$ cat config.mk
export PLATFORM = sky130hd
export DESIGN_NAME = dmem_arbiter_flat
export DESIGN_NICKNAME = d
export VERILOG_FILES = /design/src/rtl/dmem_arbiter_if.sv /design/src/rtl/dmem_arbiter.sv /design/src/flat_wrapper.sv
export SDC_FILE = /design/constraint.sdc
export NUM_CORES = 1
export LEC_CHECK = 0
export CAP_MARGIN = 0
export CORE_ASPECT_RATIO = 0.5
export CORE_MARGIN = 10
export CORE_UTILIZATION = 19
export DETAILED_ROUTE_END_ITERATION = 6
export PLACE_DENSITY = 0.8
export SLEW_MARGIN = 20
export SYNTH_ARGS = -nofsm -noshare
export SYNTH_HDL_FRONTEND = slang
export SYNTH_SLANG_ARGS = --single-unit
$ cat constraint.sdc
create_clock -name clk -period 1.7 [get_ports clk]
set_input_delay 0.17 -clock clk [delete_from_list [all_inputs] [get_ports clk]]
set_output_delay 0.17 -clock clk [all_outputs]
set_load 0.02 [all_outputs]
$ cat src/rtl/dmem_arbiter_if.sv
// rtl/dmem_arbiter_if.sv - CPU, DMA and data-memory port bundle for dmem_arbiter
interface dmem_arbiter_if #(
  parameter int DW = 24
);
  logic          cpu_req;
  logic          cpu_we;
  logic [DW-1:0] cpu_addr;
  logic [DW-1:0] cpu_wdata;
  logic          cpu_stall;
  logic          cpu_rvalid;
  logic [DW-1:0] cpu_rdata;

  logic          dma_req;
  logic          dma_we;
  logic [DW-1:0] dma_addr;
  logic [DW-1:0] dma_wdata;
  logic          dma_gnt;
  logic          dma_rvalid;
  logic [DW-1:0] dma_rdata;

  logic [DW-1:0] mem_addr;
  logic [DW-1:0] mem_wdata;
  logic          mem_we;
  logic          mem_re;
  logic [DW-1:0] mem_rdata;

  // Environment side: requesters plus the memory read-data return
  modport master (
    output cpu_req, cpu_we, cpu_addr, cpu_wdata,
    output dma_req, dma_we, dma_addr, dma_wdata,
    output mem_rdata,
    input  cpu_stall, cpu_rvalid, cpu_rdata,
    input  dma_gnt, dma_rvalid, dma_rdata,
    input  mem_addr, mem_wdata, mem_we, mem_re
  );

  modport slave (
    input  cpu_req, cpu_we, cpu_addr, cpu_wdata,
    input  dma_req, dma_we, dma_addr, dma_wdata,
    input  mem_rdata,
    output cpu_stall, cpu_rvalid, cpu_rdata,
    output dma_gnt, dma_rvalid, dma_rdata,
    output mem_addr, mem_wdata, mem_we, mem_re
  );
endinterface

$ cat src/rtl/dmem_arbiter.sv
// rtl/dmem_arbiter.sv - CPU/DMA data-memory arbiter with DMA starvation guard
module dmem_arbiter #(
  parameter int DW         = 24,
  parameter int STARVE_MAX = 4
) (
  input  logic           clk,
  input  logic           reset,
  dmem_arbiter_if.slave  bus
);
  localparam logic [1:0] RD_NONE = 2'd0;
  localparam logic [1:0] RD_CPU  = 2'd1;
  localparam logic [1:0] RD_DMA  = 2'd2;
  localparam logic [3:0] STARVE_LIM = 4'(STARVE_MAX);

  logic [3:0] starve_q, starve_d;
  logic [1:0] rd_owner_q, rd_owner_d;
  logic       cpu_gnt, dma_gnt;

  // CPU owns the port unless the DMA has been refused STARVE_MAX cycles in a row
  always_comb begin
    dma_gnt = bus.dma_req & (~bus.cpu_req | (starve_q == STARVE_LIM));
    cpu_gnt = bus.cpu_req & ~dma_gnt;
  end

  always_comb begin
    starve_d = 4'd0;
    if (bus.dma_req && !dma_gnt) begin
      starve_d = (starve_q == STARVE_LIM) ? STARVE_LIM : starve_q + 4'd1;
    end
  end

  always_comb begin
    rd_owner_d = RD_NONE;
    if (dma_gnt && !bus.dma_we) begin
      rd_owner_d = RD_DMA;
    end else if (cpu_gnt && !bus.cpu_we) begin
      rd_owner_d = RD_CPU;
    end
  end

  always_ff @(posedge clk or negedge reset) begin
    if (!reset) begin
      starve_q   <= 4'd0;
      rd_owner_q <= RD_NONE;
    end else begin
      starve_q   <= starve_d;
      rd_owner_q <= rd_owner_d;
    end
  end

  assign bus.mem_addr  = cpu_gnt ? bus.cpu_addr  : (dma_gnt ? bus.dma_addr  : {DW{1'b0}});
  assign bus.mem_wdata = cpu_gnt ? bus.cpu_wdata : (dma_gnt ? bus.dma_wdata : {DW{1'b0}});
  assign bus.mem_we    = (cpu_gnt & bus.cpu_we)  | (dma_gnt & bus.dma_we);
  assign bus.mem_re    = (cpu_gnt & ~bus.cpu_we) | (dma_gnt & ~bus.dma_we);

  assign bus.cpu_stall = bus.cpu_req & ~cpu_gnt;
  assign bus.dma_gnt   = dma_gnt;

  // Read data is steered by who issued the read one cycle earlier
  assign bus.cpu_rvalid = (rd_owner_q == RD_CPU);
  assign bus.dma_rvalid = (rd_owner_q == RD_DMA);
  assign bus.cpu_rdata  = bus.cpu_rvalid ? bus.mem_rdata : {DW{1'b0}};
  assign bus.dma_rdata  = bus.dma_rvalid ? bus.mem_rdata : {DW{1'b0}};
endmodule

$ cat src/flat_wrapper.sv
// flat-port wrapper written by rule: the top's interface ports become plain ports
module dmem_arbiter_flat 
#(
  parameter int DW         = 24,
  parameter int STARVE_MAX = 4
)
  (clk, reset, bus_cpu_req, bus_cpu_we, bus_cpu_addr, bus_cpu_wdata, bus_dma_req, bus_dma_we, bus_dma_addr, bus_dma_wdata, bus_mem_rdata, bus_cpu_stall, bus_cpu_rvalid, bus_cpu_rdata, bus_dma_gnt, bus_dma_rvalid, bus_dma_rdata, bus_mem_addr, bus_mem_wdata, bus_mem_we, bus_mem_re);
  dmem_arbiter_if #(.DW(DW)) bus_i ();
  input  logic clk;
  input  logic reset;
  input wire logic [$bits(bus_i.cpu_req)-1:0] bus_cpu_req;
  input wire logic [$bits(bus_i.cpu_we)-1:0] bus_cpu_we;
  input wire logic [$bits(bus_i.cpu_addr)-1:0] bus_cpu_addr;
  input wire logic [$bits(bus_i.cpu_wdata)-1:0] bus_cpu_wdata;
  input wire logic [$bits(bus_i.dma_req)-1:0] bus_dma_req;
  input wire logic [$bits(bus_i.dma_we)-1:0] bus_dma_we;
  input wire logic [$bits(bus_i.dma_addr)-1:0] bus_dma_addr;
  input wire logic [$bits(bus_i.dma_wdata)-1:0] bus_dma_wdata;
  input wire logic [$bits(bus_i.mem_rdata)-1:0] bus_mem_rdata;
  output wire logic [$bits(bus_i.cpu_stall)-1:0] bus_cpu_stall;
  output wire logic [$bits(bus_i.cpu_rvalid)-1:0] bus_cpu_rvalid;
  output wire logic [$bits(bus_i.cpu_rdata)-1:0] bus_cpu_rdata;
  output wire logic [$bits(bus_i.dma_gnt)-1:0] bus_dma_gnt;
  output wire logic [$bits(bus_i.dma_rvalid)-1:0] bus_dma_rvalid;
  output wire logic [$bits(bus_i.dma_rdata)-1:0] bus_dma_rdata;
  output wire logic [$bits(bus_i.mem_addr)-1:0] bus_mem_addr;
  output wire logic [$bits(bus_i.mem_wdata)-1:0] bus_mem_wdata;
  output wire logic [$bits(bus_i.mem_we)-1:0] bus_mem_we;
  output wire logic [$bits(bus_i.mem_re)-1:0] bus_mem_re;
  assign bus_i.cpu_req = bus_cpu_req;
  assign bus_i.cpu_we = bus_cpu_we;
  assign bus_i.cpu_addr = bus_cpu_addr;
  assign bus_i.cpu_wdata = bus_cpu_wdata;
  assign bus_i.dma_req = bus_dma_req;
  assign bus_i.dma_we = bus_dma_we;
  assign bus_i.dma_addr = bus_dma_addr;
  assign bus_i.dma_wdata = bus_dma_wdata;
  assign bus_i.mem_rdata = bus_mem_rdata;
  assign bus_cpu_stall = bus_i.cpu_stall;
  assign bus_cpu_rvalid = bus_i.cpu_rvalid;
  assign bus_cpu_rdata = bus_i.cpu_rdata;
  assign bus_dma_gnt = bus_i.dma_gnt;
  assign bus_dma_rvalid = bus_i.dma_rvalid;
  assign bus_dma_rdata = bus_i.dma_rdata;
  assign bus_mem_addr = bus_i.mem_addr;
  assign bus_mem_wdata = bus_i.mem_wdata;
  assign bus_mem_we = bus_i.mem_we;
  assign bus_mem_re = bus_i.mem_re;
  dmem_arbiter #(.DW(DW), .STARVE_MAX(STARVE_MAX)) u_core (.clk(clk), .reset(reset), .bus(bus_i));
endmodule
==> results by group <==
Detailed routing
  – Via count: 2066
  – Antenna viol nets, final: 0
  – DR iter-0 viols: 83
  – Drc violations: 0
  – Drt pass-1 iters: 5
  – Via density: 4.60
  – Detailed Route WL: 9.10 mm
  – Detail-routed net length per standard cell: 20.3 um

Clocking
  – Clk root buf: clkbuf_16
  – CTS tree: built
  – Clock insertion delay at the later pin of the skew report: 230 ps
  – Clock sinks: 6
  – # H-tree levels: 1
  – CTS clock-pin slew for the worst setup and hold paths: 30 ps
  – Clock Path Buffers: 2
  – Clock buffer count from CTS: 3

Power
  – Total power: 1.49 mW
  – Worst ir drop on vdd: 243 uV
  – LEAKAGE: 1.88 nW
  – Pwr dens: 406 nW/um2

Layout
  – Layout Nets: 506
  – Layout cells sized above 1: 21.5%
  – Layout filler cell count: 473
  – Finished Cell Area: 3670 um2
  – Ant. Diodes: 0
  – Core Util, Final: 64.8%
  – Area of the multi-input gates: 917 um2
  – Area grow syn2layout: 221%
  – Register area: 150 um2

Placement
  – Gpl congestion: 0.794
  – Pre-CTS setup slack: -497 ps
  – Port buffer count: 227
  – Area post-placement: 3540 um2
  – Dpl hpwl: 7.54 mm

Synth
  – Yosys reg bits: 6
  – Synthesized area per cell: 8.11 um2
  – Syn Inst Count: 141
  – Sequential share of the synthesized area: 13.1%
  – Post-Syn Nets: 269
  – Ys Warns: 0
  – Synth cell types: 19
  – Mapped Area: 1140 um2

GRT
  – Gr ovfl total: 0
  – GRT Total Usage: 16.5%
  – Pin count of the biggest net entering global routing: 29
  – Vias in the first global route: 2189
  – Antenna violations before repair: 0
  – First-pass GRT wire length: 12.7 mm

Setup path
  – CP endpoint kind: primary output
  – Startpoint types: register
  – Max FO, Critical Path: 13
  – Worst setup startpoint: u_core.starve_q[0]
  – R2r startpoint: u_core.starve_q[0]
  – Flop2flop setup slack: 220 ps
  – CP Cell Sequence: inv_2 > ha_4 > and3b_4 > a21oi_4 > buf_12 > buf_16 > a22o_1 > buf_6
  – Setup CP Type: register to primary output
  – CP max stage delay: 380 ps
  – Arr. time, crit path: 1810 ps
  – Slowest-stage cell, CP: dfrtp_1
  – Worst Path Required: 1530 ps

Floorplanning
  – Die X: 130 um
  – Core Rows: 19
  – Total I/O pin count: 228
  – Starting Density: 20.2%
  – Die area: 9710 um2
  – Core area: 5660 um2
  – Height of the die: 74.9 um

Timing
  – Final worst path period need: 1980 ps
  – Fin Clk Skew: 1.41 ps
  – Final WS setup: -280 ps
  – RSZ-0062 raised after global routing: true
  – Setup violators final: 51
  – Rel. slew slack: 80.4%
  – Setup_tns: -12500 ps
  – Fmax: 0.505 GHz
  – Fin. max-slew vios: 0
  – Worst slew pin tran: 293 ps
  – Tcrit/Tclk final: 116%
  – Final Hold Vio Count: 0

Run status
  – Failing checks: setup timing
  – Status: finished, violations left

Worst hold path
  – Worst min-delay path class: input pin to asynchronous set/reset pin

Flow run
  – Max-cap violations: 0
-- layout make-up --
cell class / count / area share [%]
Sequential cell: 6 / 4.10
Tap cell: 73 / 2.49
Multi-Input combinational cell: 116 / 25.0
Inverter: 5 / 0.580
Timing Repair Buffer: 246 / 65.8
Clock buffer: 3 / 2.05
-- repair_timing --
item                                    in CTS  in global routing
endpoints found under the hold margin        0                  0
endpoints found under the setup margin     102                 55
setup buffers                                2                  1
gates cloned                                 3                  3
pin swaps                                    2                  3
hold buffers                                 0                  0
resized for setup                          289                 40
-- metrics by stage --
step,hold WS [ps],std cells
after global routing,202,449
final,181,449
after floorplan,-126,141
after CTS,191,446
after detailed placement,424,438
after global placement,420,438
-- path summary, 6_finish.rpt --
check                                       end  cells after the start
max in group asynchronous    u_core.starve_q[0]                      1
min                          u_core.starve_q[3]                      1
max                            bus_mem_addr[12]                      8
max reg2reg                u_core.rd_owner_q[0]                      7
min reg2reg                  u_core.starve_q[0]                      2
min in group clk           u_core.rd_owner_q[1]                      2
-- cells by family (layout without fill, tap and decap cells) --
family          after synthesis  count (layout)  synth area share [%]
flops                         6               6                  13.1
simple gates                 60              60                  32.6
buf+inv                      19             254                  10.1
fa+ha+maj                     2               2                  2.19
xor+xnor                      2               2                  1.53
compound gates               52              52                  40.5
-- synthesized netlist by cell type --
master / instances / area share (%)
and3b_4: 1 / 1.1
ha_1: 2 / 2.2
clkbuf_1: 4 / 1.3
a21oi_2: 1 / 0.77
a22o_1: 49 / 38
dfrtp_1: 6 / 13
nor2b_1: 2 / 1.1
nand3_1: 1 / 0.44
buf_2: 5 / 2.2
xnor2_1: 1 / 0.77
inv_2: 1 / 0.33
nor2_1: 3 / 0.98
o2bb2ai_1: 1 / 0.77
and2_1: 49 / 27
o21ai_4: 1 / 1.4
inv_1: 4 / 1.3
buf_6: 5 / 4.9
xor2_1: 1 / 0.77
and3_1: 4 / 2.2
-- sequential cells by signal, summed over array words and instances (netlist names) --
name               count
u_core.rd_owner_q      2
u_core.starve_q        4
-- cell usage in the layout (no fill, tap or decap), types with 2 or more instances in the layout --
cell type	Yosys	final
buf_2	5	17
and3_1	4	4
buf_4	0	21
nor2_1	3	3
clkdlybuf4s50_1	0	125
inv_1	4	3
dlygate4sd2_1	0	50
dfrtp_1	6	6
clkbuf_16	0	5
buf_6	5	23
buf_12	0	4
nor2b_1	2	2
and2_1	49	49
buf_16	0	3
a22o_1	49	49
-- metal layers --
layer	vias up	wire length [um]	track usage (%)
li1	994	-	-
met1	926	2930	14.4
met2	128	4770	33.4
met4	0	221	5.45
met3	18	1180	7.78
met5	-	0	0
-- critical path: cells and delay by family (launching register included) --
family / cells / cell delay [ps]
AOI/OAI and AO/OA: 2 / 300
adders and majority gates: 1 / 120
buffers and inverters: 4 / 520
DFF: 1 / 380
and+or+nand+nor: 1 / 240
-- report_power, final --
part | switching [mW] | internal [mW] | total [mW]
Combinational | 0.403 | 0.555 | 0.958
Sequential | 0.00228 | 0.148 | 0.150
Clock | 0.0779 | 0.302 | 0.380
Total | 0.484 | 1.00 | 1.49
Power figures use the tool's default switching activity.
